$ cat config.mk
export PLATFORM = sky130hd
export DESIGN_NAME = ssd_scan_flat
export DESIGN_NICKNAME = d
export VERILOG_FILES = /design/src/rtl/ssd_scan_pkg.sv /design/src/rtl/ssd_scan_if.sv /design/src/rtl/ssd_decoder.sv /design/src/rtl/ssd_scan.sv /design/src/flat_wrapper.sv
export SDC_FILE = /design/constraint.sdc
export NUM_CORES = 1
export LEC_CHECK = 0
export BUFFER_PORTS_ARGS = -buffer_cell sky130_fd_sc_hd__buf_2
export CAP_MARGIN = 15
export CORE_ASPECT_RATIO = 1.2
export CORE_MARGIN = 3
export CORE_UTILIZATION = 55
export DETAILED_ROUTE_END_ITERATION = 10
export PLACE_DENSITY = 0.78
export SLEW_MARGIN = 20
export SYNTH_ARGS = -nofsm -noshare
export SYNTH_HDL_FRONTEND = slang
export SYNTH_SLANG_ARGS = --single-unit
$ cat constraint.sdc
create_clock -name clk -period 2.28 [get_ports clk]
set_clock_uncertainty 0.15 [all_clocks]
set_input_delay 0.114 -clock clk [delete_from_list [all_inputs] [get_ports clk]]
set_output_delay 0.114 -clock clk [all_outputs]
set_load 0.1 [all_outputs]
$ cat src/rtl/ssd_scan_pkg.sv
// Shared seven-segment display constants and types.
// Other display blocks import this package, so the segment patterns and
// digit-enable codes are defined only here.
// Patterns are {a,b,c,d,e,f,g,dp}, active-low. Digit enables are
// active-low and one-cold, with bit0 as the rightmost digit.
package ssd_scan_pkg;

  localparam logic [7:0] SEG_BLANK = 8'hFF;
  localparam logic [7:0] SEG_DP    = 8'hFE;  // decimal point only

  // Entry i holds the pattern for digit i.
  localparam logic [9:0][7:0] SEG_DIGIT = {
    8'h09, 8'h01, 8'h1F, 8'h41, 8'h49, 8'h99, 8'h0D, 8'h25, 8'h9F, 8'h03
  };

  // Entry i holds the enable code for display position i.
  localparam logic [3:0][3:0] DIG_EN = {4'b0111, 4'b1011, 4'b1101, 4'b1110};
  localparam logic [3:0]      DIG_OFF = 4'b1111;

  // Any code above 9 decodes to blank.
  localparam logic [3:0] DIGIT_BLANK = 4'hF;

  typedef enum logic [1:0] {
    IDX_UNITS = 2'd0,
    IDX_TENS  = 2'd1,
    IDX_SPARE = 2'd2,
    IDX_WRAP  = 2'd3
  } dig_idx_e;

endpackage

$ cat src/rtl/ssd_scan_if.sv
// Bundle between the upstream counter and the display scanner.
// The mst modport drives value/value_vld.
// The slv modport (ssd_scan) drives ssd_ctl/segs.
interface ssd_scan_if;
  logic [3:0] value;      // binary count 0..15
  logic       value_vld;  // sample strobe
  logic [3:0] ssd_ctl;    // digit enables, active-low one-cold
  logic [7:0] segs;       // segment pattern, active-low

  modport mst (output value, value_vld, input  ssd_ctl, segs);
  modport slv (input  value, value_vld, output ssd_ctl, segs);
endinterface

$ cat src/rtl/ssd_decoder.sv
// Combinational binary-to-seven-segment decoder.
//   digit_i : 4-bit digit; any code above 9 produces blank
//   segs_o  : {a,b,c,d,e,f,g,dp} active-low, with dp always off
module ssd_decoder
  import ssd_scan_pkg::*;
(
  input  logic [3:0] digit_i,
  output logic [7:0] segs_o
);

  always_comb begin
    segs_o = SEG_BLANK;
    for (int i = 0; i < 10; i++)
      if (digit_i == 4'(i)) segs_o = SEG_DIGIT[i];
  end

endmodule

$ cat src/rtl/ssd_scan.sv
// Scanner for a four-digit seven-segment display showing a 0..15 count.
//   clk  : system clock, rising edge
//   rst  : asynchronous, active-low reset
//   bus  : ssd_scan_if.slv, carrying value/value_vld in and ssd_ctl/segs out
// Digit 0 shows the units, digit 1 shows the tens (blank below 10), and
// digit 2 is always blank. Digit 3 shows a lone decimal point once the
// upstream counter has been seen wrapping 15 -> 0. The top two bits of a
// free-running refresh counter select the digit. Outputs are registered,
// so they show the digit selected one clock earlier.
module ssd_scan
  import ssd_scan_pkg::*;
#(
  parameter int DIV_W = 17  // legal range 3..24
) (
  input  logic       clk,
  input  logic       rst,
  ssd_scan_if.slv    bus
);

  logic [3:0]       held_q, held_d;
  logic             wrap_q, wrap_d;
  logic [DIV_W-1:0] cnt_q,  cnt_d;
  logic [3:0]       ctl_q,  ctl_d;
  logic [7:0]       segs_q, segs_d;

  dig_idx_e   idx;
  logic [3:0] units, dec_digit;
  logic [7:0] dec_segs;

  assign idx = dig_idx_e'(cnt_q[DIV_W-1 -: 2]);

  always_comb begin
    held_d = bus.value_vld ? bus.value : held_q;
    // Count 15 followed by a 0 sample means the upstream counter wrapped.
    // A 15 held across repeated samples does not match this condition.
    wrap_d = wrap_q | (bus.value_vld && bus.value == 4'd0 && held_q == 4'd15);
    cnt_d  = cnt_q + 1'b1;
  end

  assign units = (held_q >= 4'd10) ? held_q - 4'd10 : held_q;

  // A single decoder is shared by the units and tens positions.
  always_comb begin
    dec_digit = DIGIT_BLANK;
    case (idx)
      IDX_UNITS: dec_digit = units;
      IDX_TENS:  dec_digit = (held_q >= 4'd10) ? 4'd1 : DIGIT_BLANK;
      default:   dec_digit = DIGIT_BLANK;
    endcase
  end

  ssd_decoder u_dec (
    .digit_i (dec_digit),
    .segs_o  (dec_segs)
  );

  always_comb begin
    ctl_d  = DIG_EN[idx];
    segs_d = dec_segs;
    if (idx == IDX_WRAP) segs_d = wrap_q ? SEG_DP : SEG_BLANK;
  end

  always_ff @(posedge clk or negedge rst) begin
    if (!rst) begin
      held_q <= '0;
      wrap_q <= 1'b0;
      cnt_q  <= '0;
      ctl_q  <= DIG_OFF;
      segs_q <= SEG_BLANK;
    end else begin
      held_q <= held_d;
      wrap_q <= wrap_d;
      cnt_q  <= cnt_d;
      ctl_q  <= ctl_d;
      segs_q <= segs_d;
    end
  end

  assign bus.ssd_ctl = ctl_q;
  assign bus.segs    = segs_q;

endmodule
$ cat src/flat_wrapper.sv
// flat-port wrapper written by rule: the top's interface ports become plain ports
module ssd_scan_flat import ssd_scan_pkg::*;
#(
  parameter int DIV_W = 17                      
)
  (clk, rst, bus_value, bus_value_vld, bus_ssd_ctl, bus_segs);
  ssd_scan_if bus_i ();
  input  logic clk;
  input  logic rst;
  input wire logic [$bits(bus_i.value)-1:0] bus_value;
  input wire logic [$bits(bus_i.value_vld)-1:0] bus_value_vld;
  output wire logic [$bits(bus_i.ssd_ctl)-1:0] bus_ssd_ctl;
  output wire logic [$bits(bus_i.segs)-1:0] bus_segs;
  assign bus_i.value = bus_value;
  assign bus_i.value_vld = bus_value_vld;
  assign bus_ssd_ctl = bus_i.ssd_ctl;
  assign bus_segs = bus_i.segs;
  ssd_scan #(.DIV_W(DIV_W)) u_core (.clk(clk), .rst(rst), .bus(bus_i));
endmodule
==> results.toml, run 1 <==
[global_route]
grt_pass1_wl_um = 5030
grt-ovfl-total = 0
track_usage_pct = 20.3
grt_max_degree = 35
grt_pass1_vias = 1100
antenna_found_initial = 0

[yosys]
synthTopCellsByArea = "dfrtp_1 35%, dfstp_2 20%, xnor2_1 5.1%"
syn_nets = 149
netlist_area_um2 = 1560
synth_cell_types = 39
synthArstFlopShare_pct = 100
synth_top_area_share_pct = 35.3
synth_top_area_cell = "dfrtp_1"
yosysWarningCount = 0
synth-main-ff-cell = "dfrtp_1"
synth_edf_count = 0
ys_ff_latch = 34
synth.avg_cell_area_um2 = 11.1
ys_seq_area_share_pct = 55.5
syn_inst = 140

[drt]
avgViaCountPerCell = 5.54
wire_per_inst_um = 14.4
routed_wl_um = 3000
ant_nets = 0
drcViolationCount = 0
first_iter_violations = 41
drtPass1Iterations = 4
dr_total_vias = 1152

[critical_path]
cp-end-kind = "flip-flop"
critPathKind = "reg2reg"
r2r_end = "u_core.bus.segs[3]"
worstPathCellList = "inv_1 -> ha_1 -> nor2_1 -> a221oi_1 -> nand3_1 -> a211o_1"
crit_arrival_ns = 2.28
reg2reg_slack_ns = 0.13
startpoint_type = "flip-flop"
crit_slowest_cell = "dfrtp_1"
reg2regPathDepth = 6
crit_fanout = 8
cpPeakStageDelay_ns = 0.51
cp.required_ns = 2.41
r2r-start = "u_core.held_q[1]"

[final_layout]
nets = 183
mostFrequentLayoutCell = "dfrtp_1"
fillCellCount = 207
final_cells = 208
multi_input_area_um2 = 656
syn_to_final_growth_pct = 19.0
final_cell_mix = "22 x dfrtp_1, 18 x buf_2, 12 x nand2_1, 12 x dlygate4sd3_1, 12 x dfstp_2"
ff_latch_area_um2 = 866
final_util_pct = 70.6
antennaDiodeCount = 0
stdcell_area_um2 = 1860
layout-drive-gt1-share_pct = 26.3

[worst_hold_path]
worstHoldStart = "bus_value_vld"
min_path_cells = 4
hold_path_end = "u_core.wrap_q"
holdCritPathClass = "in2reg"

[cts]
cts_buffers = 5
cts_setup_buffers = 0
cts_tree = "built"
cts_root_buf = "clkbuf_4"
h-tree-depth = 2
clk_latency_ns = 0.34
max-clock-path-buffers = 2
clock-sinks = 34
cts.clk_slew.worst_paths_ns = 0.11

[placement]
dpl.cell_count = 188
io_buffers = 18
hpwl_um = 1950
placed_area_um2 = 1680
gp_congestion = 0.865
dp_slack_ns = 0.206

[timing]
post-route-period-util_pct = 94.3
max-slew-margin-rel_pct = 52.6
setup_viol = 0
fmax_mhz = 465
setup_slack_ns = 0.130
finalSetupTns_ns = 0
finalWorstPathRequiredPeriod_ns = 2.15
finalMaxSlewViolations = 0
worstMarginPinSlew_ns = 0.712
rsz0062_at_grt = "no"
hold_violations = 0

[die]
ios = 19
coreArea_um2 = 2630
die-width_um = 54.6
die-area_um2 = 3510
initial_core_util_pct = 59.3
die_h_um = 64.3
num_rows = 20

[pwr]
p_sw_uw = 515
clkPwrFrac_pct = 24.6
swShare_pct = 36.5
p_seq_share_pct = 48.0
vdd_drop_max_mv = 0.503
power.leakage_nw = 0.879
combPwrFrac_pct = 27.4
p_int_uw = 897
p_per_area_nw_per_um2 = 761

[status]
outcome = "finished, final reports clean"

[job]
cap_violations = 0
[worst max path at each step]
stage,from,end,slack (ns),cells after the start
final,u_core.held_q[1],u_core.bus.segs[3],0.13,6
after global routing,u_core.held_q[1],u_core.bus.segs[1],0.02,6
after CTS,u_core.held_q[1],u_core.bus.segs[3],0.20,6
after detailed placement,u_core.held_q[1],u_core.bus.segs[3],0.21,6
after global placement,u_core.held_q[1],u_core.bus.segs[4],0.37,6
after floorplan,u_core.held_q[1],u_core.bus.segs[3],0.48,6
[power by group through the flow]
stage	Clock, mW	Combinational [mW]	Sequential [mW]
after floorplan	0	0.102	0.892
after global placement	0	0.359	0.686
after detailed placement	0	0.364	0.689
after CTS	0.359	0.384	0.678
after global routing	0.388	0.408	0.685
final	0.347	0.386	0.678
[synthesized netlist by cell type, types with 3 or more instances]
library cell	instances
xor2_1	6
xnor2_1	9
a21oi_1	8
a21o_1	3
o21ai_0	4
and3_1	3
nor2_1	9
nand4_1	5
and2_1	3
nand3_1	7
inv_1	4
dfrtp_1	22
nand2_1	12
dfstp_2	12
[critical path, delay by kind of cell, from the launching register on]
family	cells	cell delay (ns)
buffers and inverters	1	0.13
AND/OR/NAND/NOR	2	0.25
adder cells (fa/ha/maj)	1	0.34
flip-flops	1	0.51
AO/OA/AOI/OAI	2	0.71
[what timing repair did]
item | in CTS | in global routing
endpoints found under the hold margin | 26 | 0
setup endpoints to repair | 0 | 0
hold buffers | 12 | 0
resized for setup | 0 | 0
[per-layer routing]
metal / GRT usage (%) / vias up / part of all wire [%]
met5: 0 / - / 0
met1: 24.3 / 548 / 40
met4: 8.41 / 0 / 1.9
met2: 31.7 / 38 / 52
li1: - / 560 / -
met3: 7.93 / 6 / 6.6
[cell families after synthesis]
kind of cell    Yosys count  synth area share [%]
simple gates             53                  18.0
flops                    34                  55.5
compound gates           26                  12.7
xor+xnor                 15                  8.43
buf+inv                   8                  2.41
mux                       2                  1.36
fa+ha+maj                 2                  1.60
[registers in the layout, summed over array words and instances (netlist names)]
signal              flops
u_core.bus.segs         8
u_core.held_q           4
u_core.wrap_q           1
u_core.cnt_q           17
u_core.bus.ssd_ctl      4
[layout make-up]
class	instances	share of cell area (%)
multi-input cells	98	35.3
clock inverters	1	0.270
clock buffers	7	2.97
repair buffers	31	11.7
inverters	4	0.809
well taps	33	2.23
flip-flops and latches	34	46.7
[through the flow]
stage	hold slack, ns	power, mW
final	0.184	1.41
after global routing	0.177	1.48
after CTS	0.141	1.42
after detailed placement	0.0602	1.05
after global placement	0.0486	1.04
after floorplan	-0.332	0.993
(Power assumes the default switching activity.)
==> run 2, diff against run 1 <==
--- a/config.mk
+++ b/config.mk
@@ -8,7 +8,6 @@
 export BUFFER_PORTS_ARGS = -buffer_cell sky130_fd_sc_hd__buf_2
 export CAP_MARGIN = 15
 export CORE_ASPECT_RATIO = 1.2
-export CORE_MARGIN = 3
 export CORE_UTILIZATION = 55
 export DETAILED_ROUTE_END_ITERATION = 10
 export PLACE_DENSITY = 0.78
==> constraint.sdc (replaced) <==
create_clock -name clk -period 2.28 [get_ports clk]
set_clock_uncertainty 0.15 [all_clocks]
set_input_delay 0.456 -clock clk [delete_from_list [all_inputs] [get_ports clk]]
set_output_delay 0.456 -clock clk [all_outputs]
set_load 0.1 [all_outputs]
==> results.toml, run 2 (synthesis gave the netlist of run 1 again) <==
[status]
outcome = "finished, final reports clean"

[die]
die-width_um = 50.6
num_rows = 20
die-area_um2 = 3050
coreArea_um2 = 2600
die_h_um = 60.3
ios = 19
initial_core_util_pct = 59.9

[global_route]
track_usage_pct = 21.3
grt_pass1_wl_um = 4680
grt-ovfl-total = 0
grt_max_degree = 35
grt_pass1_vias = 1098
antenna_found_initial = 0

[drt]
dr_total_vias = 1103
first_iter_violations = 16
drtPass1Iterations = 4
wire_per_inst_um = 13.7
routed_wl_um = 2700
avgViaCountPerCell = 5.60
drcViolationCount = 0
ant_nets = 0

[placement]
placed_area_um2 = 1680
dp_slack_ns = 0.268
hpwl_um = 2020
io_buffers = 18
gp_congestion = 0.874

[pwr]
vdd_drop_max_mv = 0.597
p_int_uw = 993
swShare_pct = 33.5
p_per_area_nw_per_um2 = 844
p_sw_uw = 499
clkPwrFrac_pct = 30.2
p_seq_share_pct = 45.4
combPwrFrac_pct = 24.4
power.leakage_nw = 0.847

[final_layout]
syn_to_final_growth_pct = 13.4
stdcell_area_um2 = 1770
multi_input_area_um2 = 656
mostFrequentLayoutCell = "dfrtp_1"
regMostFlops = "u_core.cnt_q"
final_cell_mix = "22 x dfrtp_1, 18 x buf_2, 12 x nand2_1, 12 x dfstp_2"
fillCellCount = 220
antennaDiodeCount = 0
nets = 172
ff_latch_area_um2 = 866
largest_reg_flops = 17
layout-drive-gt1-share_pct = 28.7

[critical_path]
cp.required_ns = 2.37
crit_slowest_cell = "dfrtp_1"
startpoint_type = "flip-flop"
crit_arrival_ns = 2.17
crit_fanout = 8
reg2reg_slack_ns = 0.20
cp-end-kind = "flip-flop"
cpPeakStageDelay_ns = 0.48
worstPathCellList = "inv_1 -> ha_1 -> a211oi_1 -> o211a_1 -> a21boi_0 -> a21oi_1"
critPathKind = "reg2reg"
crit_family = "compound AO/OA/AOI/OAI gates"
cp_num_buf_inv = 1

[timing]
fmax_mhz = 481
post-route-period-util_pct = 91.2
rsz0062_at_grt = "no"
finalWorstPathRequiredPeriod_ns = 2.08
hold_violations = 0
worstMarginPinSlew_ns = 0.705
setup_viol = 0
setup_slack_ns = 0.201
max-slew-margin-rel_pct = 53.0
finalMaxSlewViolations = 0
finalSetupTns_ns = 0
timing.hold.ws_ns = 0.0262

[cts]
max-clock-path-buffers = 2
clock-sinks = 34
hold_buffers = 0
clk_latency_ns = 0.32
cts_resized = 0
cts.clk_slew.worst_paths_ns = 0.11
h-tree-depth = 2
cts_setup_buffers = 0
cts_buffers = 5
cts_tree = "built"
cts_root_buf = "clkbuf_4"

[job]
cap_violations = 0

[worst_hold_path]
holdCritPathClass = "in2async"
## run 2: changes by cell type in the layout (fill, tap and decap cells not counted), sizes merged
cell,delta
dlygate4sd3,-12
clkinv,-1
bufinv,+1
buf,+1
## run 2: per-stage QoR
stage	power (mW)	instances	utilization (%)
after CTS	1.50	197	67.9
final	1.49	197	67.9
after global routing	1.55	197	67.9
after detailed placement	1.05	189	64.7
after global placement	1.05	189	64.7
after floorplan	0.993	140	-
## run 2: worst paths after layout
path                                  start                 end  depth (start not counted)
max in group asynchronous               rst     u_core.cnt_q[1]                          1
min in group clk               bus_value[2]    u_core.held_q[2]                          3
hold / removal                          rst    u_core.cnt_q[11]                          1
hold reg to reg               u_core.wrap_q  u_core.bus.segs[0]                          1
setup reg to reg           u_core.held_q[1]  u_core.bus.segs[1]                          6
setup / recovery           u_core.held_q[1]  u_core.bus.segs[1]                          6
## run 2: area by class of cell
class / instances / share of cell area (%)
Inverter: 4 / 0.849
Clock buffer: 7 / 3.11
Clock inverter: 1 / 1.70
Timing Repair Buffer: 20 / 5.94
Sequential cell: 34 / 49.0
Tap cell: 33 / 2.34
Multi-Input combinational cell: 98 / 37.1
## run 2: routing by layer
| metal | vias to the layer above | GRT usage [%] | share of wire (%) |
|---|---|---|---|
| met5 | - | 0 | 0 |
| met4 | 0 | 8.73 | 0.78 |
| met3 | 2 | 5.34 | 3.8 |
| met2 | 27 | 39.0 | 55 |
| met1 | 539 | 23.5 | 40 |
| li1 | 535 | - | - |
## run 2: worst register-to-register path: cells and delay by family, from the launching register on
kind	cells	cell delay, ns
adder cells (fa/ha/maj)	1	0.35
AO/OA/AOI/OAI	4	0.92
flip-flops	1	0.48
buffers and inverters	1	0.11
## run 2: power groups by stage
stage               sequential (mW)  clock, mW  combinational [mW]
CTS                           0.677      0.463               0.364
finish                        0.677      0.451               0.364
global placement              0.687          0               0.360
floorplan                     0.892          0               0.102
global route                  0.682      0.484               0.383
detailed placement            0.688          0               0.364
